## src/rtl/panel_io_pkg.sv

```systemverilog
// Shared types and defaults for the operator panel input conditioner.
// The default constants are also referenced by the SoC top level.
package panel_io_pkg;

   typedef enum logic [1:0] {
      IDLE   = 2'd0,
      DELAY  = 2'd1,
      PERIOD = 2'd2
   } repeat_state_t;

   localparam int DEFAULT_SYNC_STAGES     = 2;
   localparam int DEFAULT_DEBOUNCE_CYCLES = 16;
   localparam int DEFAULT_REPEAT_DELAY    = 1000;
   localparam int DEFAULT_REPEAT_PERIOD   = 200;

   // Width of a counter that must hold 0..max_value (at least one bit).
   function automatic int cnt_width(input int max_value);
      return (max_value < 1) ? 1 : $clog2(max_value + 1);
   endfunction

endpackage

```

## src/rtl/panel_input_conditioner_if.sv

```systemverilog
// Pin-side and core-side signal bundle of the panel input conditioner.
// The conditioner uses the slave modport; the source of raw_in uses master.
interface panel_input_conditioner_if #(
   parameter int CHANNELS = 11
);
   logic [CHANNELS-1:0] raw_in;
   logic [CHANNELS-1:0] level_out;
   logic [CHANNELS-1:0] pulse_out;
   logic                level_changed;

   modport master (
      output raw_in,
      input  level_out,
      input  pulse_out,
      input  level_changed
   );

   modport slave (
      input  raw_in,
      output level_out,
      output pulse_out,
      output level_changed
   );
endinterface

```

## src/rtl/debounce_channel.sv

```systemverilog
// One panel input: synchroniser, counter debounce, press edge detect and
// optional auto-repeat state machine.
module debounce_channel
   import panel_io_pkg::*;
#(
   parameter int SYNC_STAGES     = DEFAULT_SYNC_STAGES,
   parameter int DEBOUNCE_CYCLES = DEFAULT_DEBOUNCE_CYCLES,
   parameter bit PULSE_EN        = 1'b0,
   parameter bit REPEAT_EN       = 1'b0,
   parameter int REPEAT_DELAY    = DEFAULT_REPEAT_DELAY,
   parameter int REPEAT_PERIOD   = DEFAULT_REPEAT_PERIOD,
   parameter bit INIT_LEVEL      = 1'b0
) (
   input  logic clk,
   input  logic reset,
   input  logic raw,
   output logic level,
   output logic pulse,
   output logic toggle
);

   generate
      if (SYNC_STAGES < 2)     $error("SYNC_STAGES must be at least 2");
      if (DEBOUNCE_CYCLES < 1) $error("DEBOUNCE_CYCLES must be at least 1");
      if (REPEAT_DELAY < 1)    $error("REPEAT_DELAY must be at least 1");
      if (REPEAT_PERIOD < 1)   $error("REPEAT_PERIOD must be at least 1");
   endgenerate

   localparam int DB_W    = cnt_width(DEBOUNCE_CYCLES - 1);
   localparam int REP_MAX = ((REPEAT_DELAY > REPEAT_PERIOD) ? REPEAT_DELAY : REPEAT_PERIOD) - 1;
   localparam int REP_W   = cnt_width(REP_MAX);

   localparam logic [DB_W-1:0]  DB_LAST     = DB_W'(DEBOUNCE_CYCLES - 1);
   localparam logic [REP_W-1:0] DELAY_LAST  = REP_W'(REPEAT_DELAY - 1);
   localparam logic [REP_W-1:0] PERIOD_LAST = REP_W'(REPEAT_PERIOD - 1);

   // Preset to the init level so no edge is seen when reset releases.
   logic [SYNC_STAGES-1:0] sync_reg;
   logic                   s;

   always_ff @(posedge clk or posedge reset) begin
      if (reset) sync_reg <= {SYNC_STAGES{INIT_LEVEL}};
      else       sync_reg <= {sync_reg[SYNC_STAGES-2:0], raw};
   end

   assign s = sync_reg[SYNC_STAGES-1];

   logic [DB_W-1:0] db_cnt_reg, db_cnt_next;
   logic            level_reg;
   logic            toggle_next;
   logic            rise, fall;

   always_comb begin
      db_cnt_next = '0;
      toggle_next = 1'b0;
      if (s != level_reg) begin
         if (db_cnt_reg == DB_LAST) toggle_next = 1'b1;
         else                       db_cnt_next = db_cnt_reg + 1'b1;
      end
   end

   assign rise = toggle_next & ~level_reg;
   assign fall = toggle_next & level_reg;

   repeat_state_t    rep_state_reg, rep_state_next;
   logic [REP_W-1:0] rep_cnt_reg, rep_cnt_next;
   logic             rep_due;

   // A release always wins over a repeat pulse falling due on the same edge.
   always_comb begin
      rep_state_next = rep_state_reg;
      rep_cnt_next   = rep_cnt_reg;
      rep_due        = 1'b0;
      case (rep_state_reg)
         IDLE: begin
            rep_cnt_next = '0;
            if (rise && PULSE_EN && REPEAT_EN) rep_state_next = DELAY;
         end
         DELAY: begin
            if (fall) begin
               rep_state_next = IDLE;
               rep_cnt_next   = '0;
            end else if (rep_cnt_reg == DELAY_LAST) begin
               rep_due        = 1'b1;
               rep_state_next = PERIOD;
               rep_cnt_next   = '0;
            end else begin
               rep_cnt_next = rep_cnt_reg + 1'b1;
            end
         end
         PERIOD: begin
            if (fall) begin
               rep_state_next = IDLE;
               rep_cnt_next   = '0;
            end else if (rep_cnt_reg == PERIOD_LAST) begin
               rep_due      = 1'b1;
               rep_cnt_next = '0;
            end else begin
               rep_cnt_next = rep_cnt_reg + 1'b1;
            end
         end
         default: begin
            rep_state_next = IDLE;
            rep_cnt_next   = '0;
         end
      endcase
   end

   logic pulse_reg, pulse_next;

   assign pulse_next = PULSE_EN & (rise | rep_due);

   always_ff @(posedge clk or posedge reset) begin
      if (reset) begin
         db_cnt_reg    <= '0;
         level_reg     <= INIT_LEVEL;
         pulse_reg     <= 1'b0;
         rep_state_reg <= IDLE;
         rep_cnt_reg   <= '0;
      end else begin
         db_cnt_reg    <= db_cnt_next;
         level_reg     <= level_reg ^ toggle_next;
         pulse_reg     <= pulse_next;
         rep_state_reg <= rep_state_next;
         rep_cnt_reg   <= rep_cnt_next;
      end
   end

   assign level  = level_reg;
   assign pulse  = pulse_reg;
   assign toggle = toggle_next;

endmodule

```

## src/rtl/panel_input_conditioner.sv

```systemverilog
// Multi-channel panel button/switch conditioner: one debounce_channel per
// input, configured by masks, plus a shared strobe for level-channel changes.
module panel_input_conditioner
   import panel_io_pkg::*;
#(
   parameter int                  CHANNELS        = 11,
   parameter int                  SYNC_STAGES     = DEFAULT_SYNC_STAGES,
   parameter int                  DEBOUNCE_CYCLES = DEFAULT_DEBOUNCE_CYCLES,
   parameter logic [CHANNELS-1:0] PULSE_MASK      = '0,
   parameter logic [CHANNELS-1:0] REPEAT_MASK     = '0,
   parameter int                  REPEAT_DELAY    = DEFAULT_REPEAT_DELAY,
   parameter int                  REPEAT_PERIOD   = DEFAULT_REPEAT_PERIOD,
   parameter logic [CHANNELS-1:0] INIT_LEVEL      = '0
) (
   input  logic                      clk,
   input  logic                      reset,
   panel_input_conditioner_if.slave  bus
);

   logic [CHANNELS-1:0] level_w;
   logic [CHANNELS-1:0] pulse_w;
   logic [CHANNELS-1:0] toggle_w;
   logic                level_changed_reg;

   generate
      for (genvar gi = 0; gi < CHANNELS; gi++) begin : g_ch
         debounce_channel #(
            .SYNC_STAGES     (SYNC_STAGES),
            .DEBOUNCE_CYCLES (DEBOUNCE_CYCLES),
            .PULSE_EN        (PULSE_MASK[gi]),
            .REPEAT_EN       (PULSE_MASK[gi] & REPEAT_MASK[gi]),
            .REPEAT_DELAY    (REPEAT_DELAY),
            .REPEAT_PERIOD   (REPEAT_PERIOD),
            .INIT_LEVEL      (INIT_LEVEL[gi])
         ) u_ch (
            .clk    (clk),
            .reset  (reset),
            .raw    (bus.raw_in[gi]),
            .level  (level_w[gi]),
            .pulse  (pulse_w[gi]),
            .toggle (toggle_w[gi])
         );
      end
   endgenerate

   // Registered alongside level_out so the strobe lines up with the new level.
   always_ff @(posedge clk or posedge reset) begin
      if (reset) level_changed_reg <= 1'b0;
      else       level_changed_reg <= |(toggle_w & ~PULSE_MASK);
   end

   assign bus.level_out     = level_w;
   assign bus.pulse_out     = pulse_w;
   assign bus.level_changed = level_changed_reg;

endmodule

```

## src/flat_wrapper.sv

```systemverilog
// flat-port wrapper written by rule: the top's interface ports become plain ports
module panel_input_conditioner_flat import panel_io_pkg::*;
#(
   parameter int                  CHANNELS        = 11,
   parameter int                  SYNC_STAGES     = DEFAULT_SYNC_STAGES,
   parameter int                  DEBOUNCE_CYCLES = DEFAULT_DEBOUNCE_CYCLES,
   parameter logic [CHANNELS-1:0] PULSE_MASK      = '0,
   parameter logic [CHANNELS-1:0] REPEAT_MASK     = '0,
   parameter int                  REPEAT_DELAY    = DEFAULT_REPEAT_DELAY,
   parameter int                  REPEAT_PERIOD   = DEFAULT_REPEAT_PERIOD,
   parameter logic [CHANNELS-1:0] INIT_LEVEL      = '0
)
  (clk, reset, bus_raw_in, bus_level_out, bus_pulse_out, bus_level_changed);
  panel_input_conditioner_if #(.CHANNELS(CHANNELS)) bus_i ();
  input  logic clk;
  input  logic reset;
  input wire logic [$bits(bus_i.raw_in)-1:0] bus_raw_in;
  output wire logic [$bits(bus_i.level_out)-1:0] bus_level_out;
  output wire logic [$bits(bus_i.pulse_out)-1:0] bus_pulse_out;
  output wire logic [$bits(bus_i.level_changed)-1:0] bus_level_changed;
  assign bus_i.raw_in = bus_raw_in;
  assign bus_level_out = bus_i.level_out;
  assign bus_pulse_out = bus_i.pulse_out;
  assign bus_level_changed = bus_i.level_changed;
  panel_input_conditioner #(.CHANNELS(CHANNELS), .SYNC_STAGES(SYNC_STAGES), .DEBOUNCE_CYCLES(DEBOUNCE_CYCLES), .PULSE_MASK(PULSE_MASK), .REPEAT_MASK(REPEAT_MASK), .REPEAT_DELAY(REPEAT_DELAY), .REPEAT_PERIOD(REPEAT_PERIOD), .INIT_LEVEL(INIT_LEVEL)) u_core (.clk(clk), .reset(reset), .bus(bus_i));
endmodule
```

## config.mk

```make
export PLATFORM = sky130hd
export DESIGN_NAME = panel_input_conditioner_flat
export DESIGN_NICKNAME = d
export VERILOG_FILES = /design/src/rtl/panel_io_pkg.sv /design/src/rtl/panel_input_conditioner_if.sv /design/src/rtl/debounce_channel.sv /design/src/rtl/panel_input_conditioner.sv /design/src/flat_wrapper.sv
export SDC_FILE = /design/constraint.sdc
export NUM_CORES = 1
export LEC_CHECK = 0
export BUFFER_PORTS_ARGS = -buffer_cell sky130_fd_sc_hd__clkbuf_2
export CORE_MARGIN = 3
export CORE_UTILIZATION = 52
export CTS_CLUSTER_DIAMETER = 50
export DETAILED_ROUTE_END_ITERATION = 10
export GPL_TIMING_DRIVEN = 0
export PLACE_DENSITY_LB_ADDON = 0.2
export SLEW_MARGIN = 25
export SYNTH_ARGS = -nofsm -noshare
export SYNTH_HDL_FRONTEND = slang
export SYNTH_SLANG_ARGS = --single-unit
```

## constraint.sdc

```tcl
create_clock -name clk -period 2.1 [get_ports clk]
set_input_delay 0.21 -clock clk [delete_from_list [all_inputs] [get_ports clk]]
set_output_delay 0.21 -clock clk [all_outputs]
set_load 0.02 [all_outputs]
```

==> flow_summary.json <==
{
  "status": "finished clean",
  "syn_inst": 252,
  "start_util_pct": 54.0,
  "htree_num_levels": 3,
  "routed_wl_um": 4730,
  "grt_start_max_net_pins": 25,
  "die_w_um": 84.7,
  "grt_pass1_vias": 1944,
  "worstPathRequired_ps": 2300,
  "finalSetupViolCount": 0,
  "drtAntennaViolNets": 0,
  "viasPerCell": 4.84,
  "hold_violations": 0,
  "boundaryPins": 36,
  "cts-buffers-inserted": 9,
  "portBuffers": 24,
  "final.setup.tns_ps": 0,
  "first_iter_violations": 77,
  "start_kind": "flop",
  "wire_per_inst_um": 12.1,
  "vdd_drop_max_mv": 0.471,
  "yosys-top-cells-count": "dfrtp_1 (78), a21oi_1 (22), buf_4 (22), xnor2_1 (20), inv_1 (12)",
  "yosysTopAreaCell": "dfrtp_1",
  "synthToLayoutAreaGrowth_pct": 19.9,
  "synth_area_leaders": "dfrtp_1 (61%), xnor2_1 (5.4%), buf_4 (5.1%)",
  "worstHoldStart": "u_core.g_ch[5].u_ch.sync_reg[0]",
  "period_share_pct": 71.1,
  "die_h_um": 84.7,
  "maxCapViolations": 0,
  "path_clk_slew_ps": 70,
  "grt_use_total_pct": 15.1,
  "syn-cell-area_mm2": 0.00322,
  "finalCriticalPeriod_ps": 1490,
  "drc_errors": 0,
  "multiInputGateArea_mm2": 0.00109,
  "nets": 336,
  "rr_worst_depth": 6,
  "syn_area_per_cell_um2": 12.8,
  "crit_end": "u_core.bus.level_changed",
  "dp.cells": 364,
  "rsz0062_at_grt": "false",
  "endpoint_kind": "flop",
  "place.gp.congestion": 0.804,
  "dieArea_mm2": 0.00717,
  "synthArstFlopShare_pct": 100,
  "cts.sinks": 78,
  "ctsResizeCount": 0,
  "r2r-end": "u_core.bus.level_changed",
  "reg2reg_from": "u_core.g_ch[1].u_ch.db_cnt_reg[0]",
  "reg2reg_slack_ps": 610,
  "firstDrtPassIters": 4,
  "layout.cells.non_filler": 391,
  "yosysWarnings": 0,
  "grt.overflow.total": 0,
  "power.density_mw_per_mm2": 757,
  "drv_slew": 0,
  "tritoncts": "built",
  "drive_gt1_share_pct": 24.4,
  "synth.most_common_cell": "dfrtp_1",
  "netlist.area_leader.share_pct": 60.7,
  "hold_path_class": "reg2reg",
  "clk_latency_ps": 340,
  "vias": 1893,
  "crit_type": "reg2reg",
  "final.setup_skew_ps": 6.77,
  "synthFlopType": "dfrtp_1",
  "total_power_uw": 2920,
  "p_leak_uw": 0.00180,
  "clockBufferDepth": 2,
  "post-cts-setup-buffers": 0,
  "cts-root-buf": "clkbuf_8",
  "synth_edf_count": 0,
  "grt_antenna_before_repair": 0,
  "critical_path.startpoint": "u_core.g_ch[1].u_ch.db_cnt_reg[0]",
  "ys_ff_latch": 78,
  "core-area_mm2": 0.00596,
  "holdWs_ps": 350,
  "fin_util_pct": 64.8,
  "register_area_mm2": 0.00195,
  "layout.filler_cells": 451,
  "max_freq_ghz": 0.670,
  "num_rows": 28,
  "grt_pass1_wl_um": 8370,
  "arrival_ps": 1690,
  "diodes": 0,
  "yosysUniqueCellTypes": 23,
  "ys_seq_area_share_pct": 60.7,
  "hpwl_um": 3390,
  "worstPathMaxFanout": 4
}
[where the power goes]
group	switching [µW]	leakage [µW]	internal [µW]
Sequential	61.7	0.00101	1580
Clock	475	0.0000908	578
Combinational	113	0.000696	119
[cells in the final DEF (no fill, tap or decap), types with 2 or more instances in the layout]
master / netlist / final
nor2b_1: 5 / 5
buf_16: 0 / 3
conb_1: 1 / 11
inv_1: 12 / 11
dfrtp_1: 78 / 78
nand4b_1: 11 / 11
xnor2_2: 2 / 2
clkbuf_1: 0 / 4
ha_1: 11 / 11
mux2_2: 11 / 11
o22a_1: 2 / 2
nor2_1: 11 / 11
xnor2_1: 20 / 20
nand3_1: 11 / 11
clkbuf_8: 0 / 10
a21oi_1: 22 / 22
nor3b_1: 10 / 10
o22ai_1: 2 / 2
and2b_1: 5 / 5
clkbuf_2: 0 / 24
o21ai_0: 11 / 11
dlygate4sd3_1: 0 / 12
buf_4: 22 / 22
[critical path, cell delays in order (launching register included)]
cell,delay (ps)
dfrtp_1,420
ha_1,250
nand3_1,140
o22a_1,160
o221ai_2,110
nor3_2,150
o211ai_1,110
[through the flow]
stage | setup slack, ps | cell area [µm²]
floorplan | 815 | 3260
global placement | 474 | 3470
detailed placement | 619 | 3550
CTS | 605 | 3860
global route | 489 | 3860
finish | 608 | 3860
[worst min path at each step]
stage                     cells past startpoint                           endpoint  slack, ps
after global placement                        1    u_core.g_ch[2].u_ch.sync_reg[0]        320
after global routing                          0    u_core.g_ch[6].u_ch.sync_reg[1]        360
final                                         0    u_core.g_ch[5].u_ch.sync_reg[1]        350
after floorplan                               0    u_core.g_ch[0].u_ch.sync_reg[0]        240
after CTS                                     0    u_core.g_ch[6].u_ch.sync_reg[1]        350
after detailed placement                      2  u_core.g_ch[8].u_ch.db_cnt_reg[2]        230
[cell families (layout without fill, tap and decap cells)]
family	count (synthesis)	in the layout	synth area share [%]
flops	78	78	60.7
simple gates	55	55	11.0
compound gates	40	40	7.04
buf+inv	34	88	6.53
xor+xnor	22	22	6.46
fa+ha+maj	11	11	4.28
mux	11	11	3.85
other cells	1	11	0.117
[area by class of cell]
cell class	instances	area share, %
clock inverter	1	0.778
sequential	78	50.6
clock buffer	14	3.96
buffer	22	4.28
timing repair buffer	39	8.37
multi-input combinational	150	28.3
inverter	12	1.27
tap	75	2.43
[metal layers]
layer	vias to the layer above	share of wire, %	track usage, %
met5	-	0	0
met4	0	2.2	9.93
met3	9	3.2	3.43
met2	25	48	23.8
met1	896	47	18.7
li1	963	-	-
[timing repair]
action	CTS	global route
hold endpoints to repair	26	0
hold buffers	12	0
endpoints found under the setup margin	0	0
(Power assumes the default switching activity.)
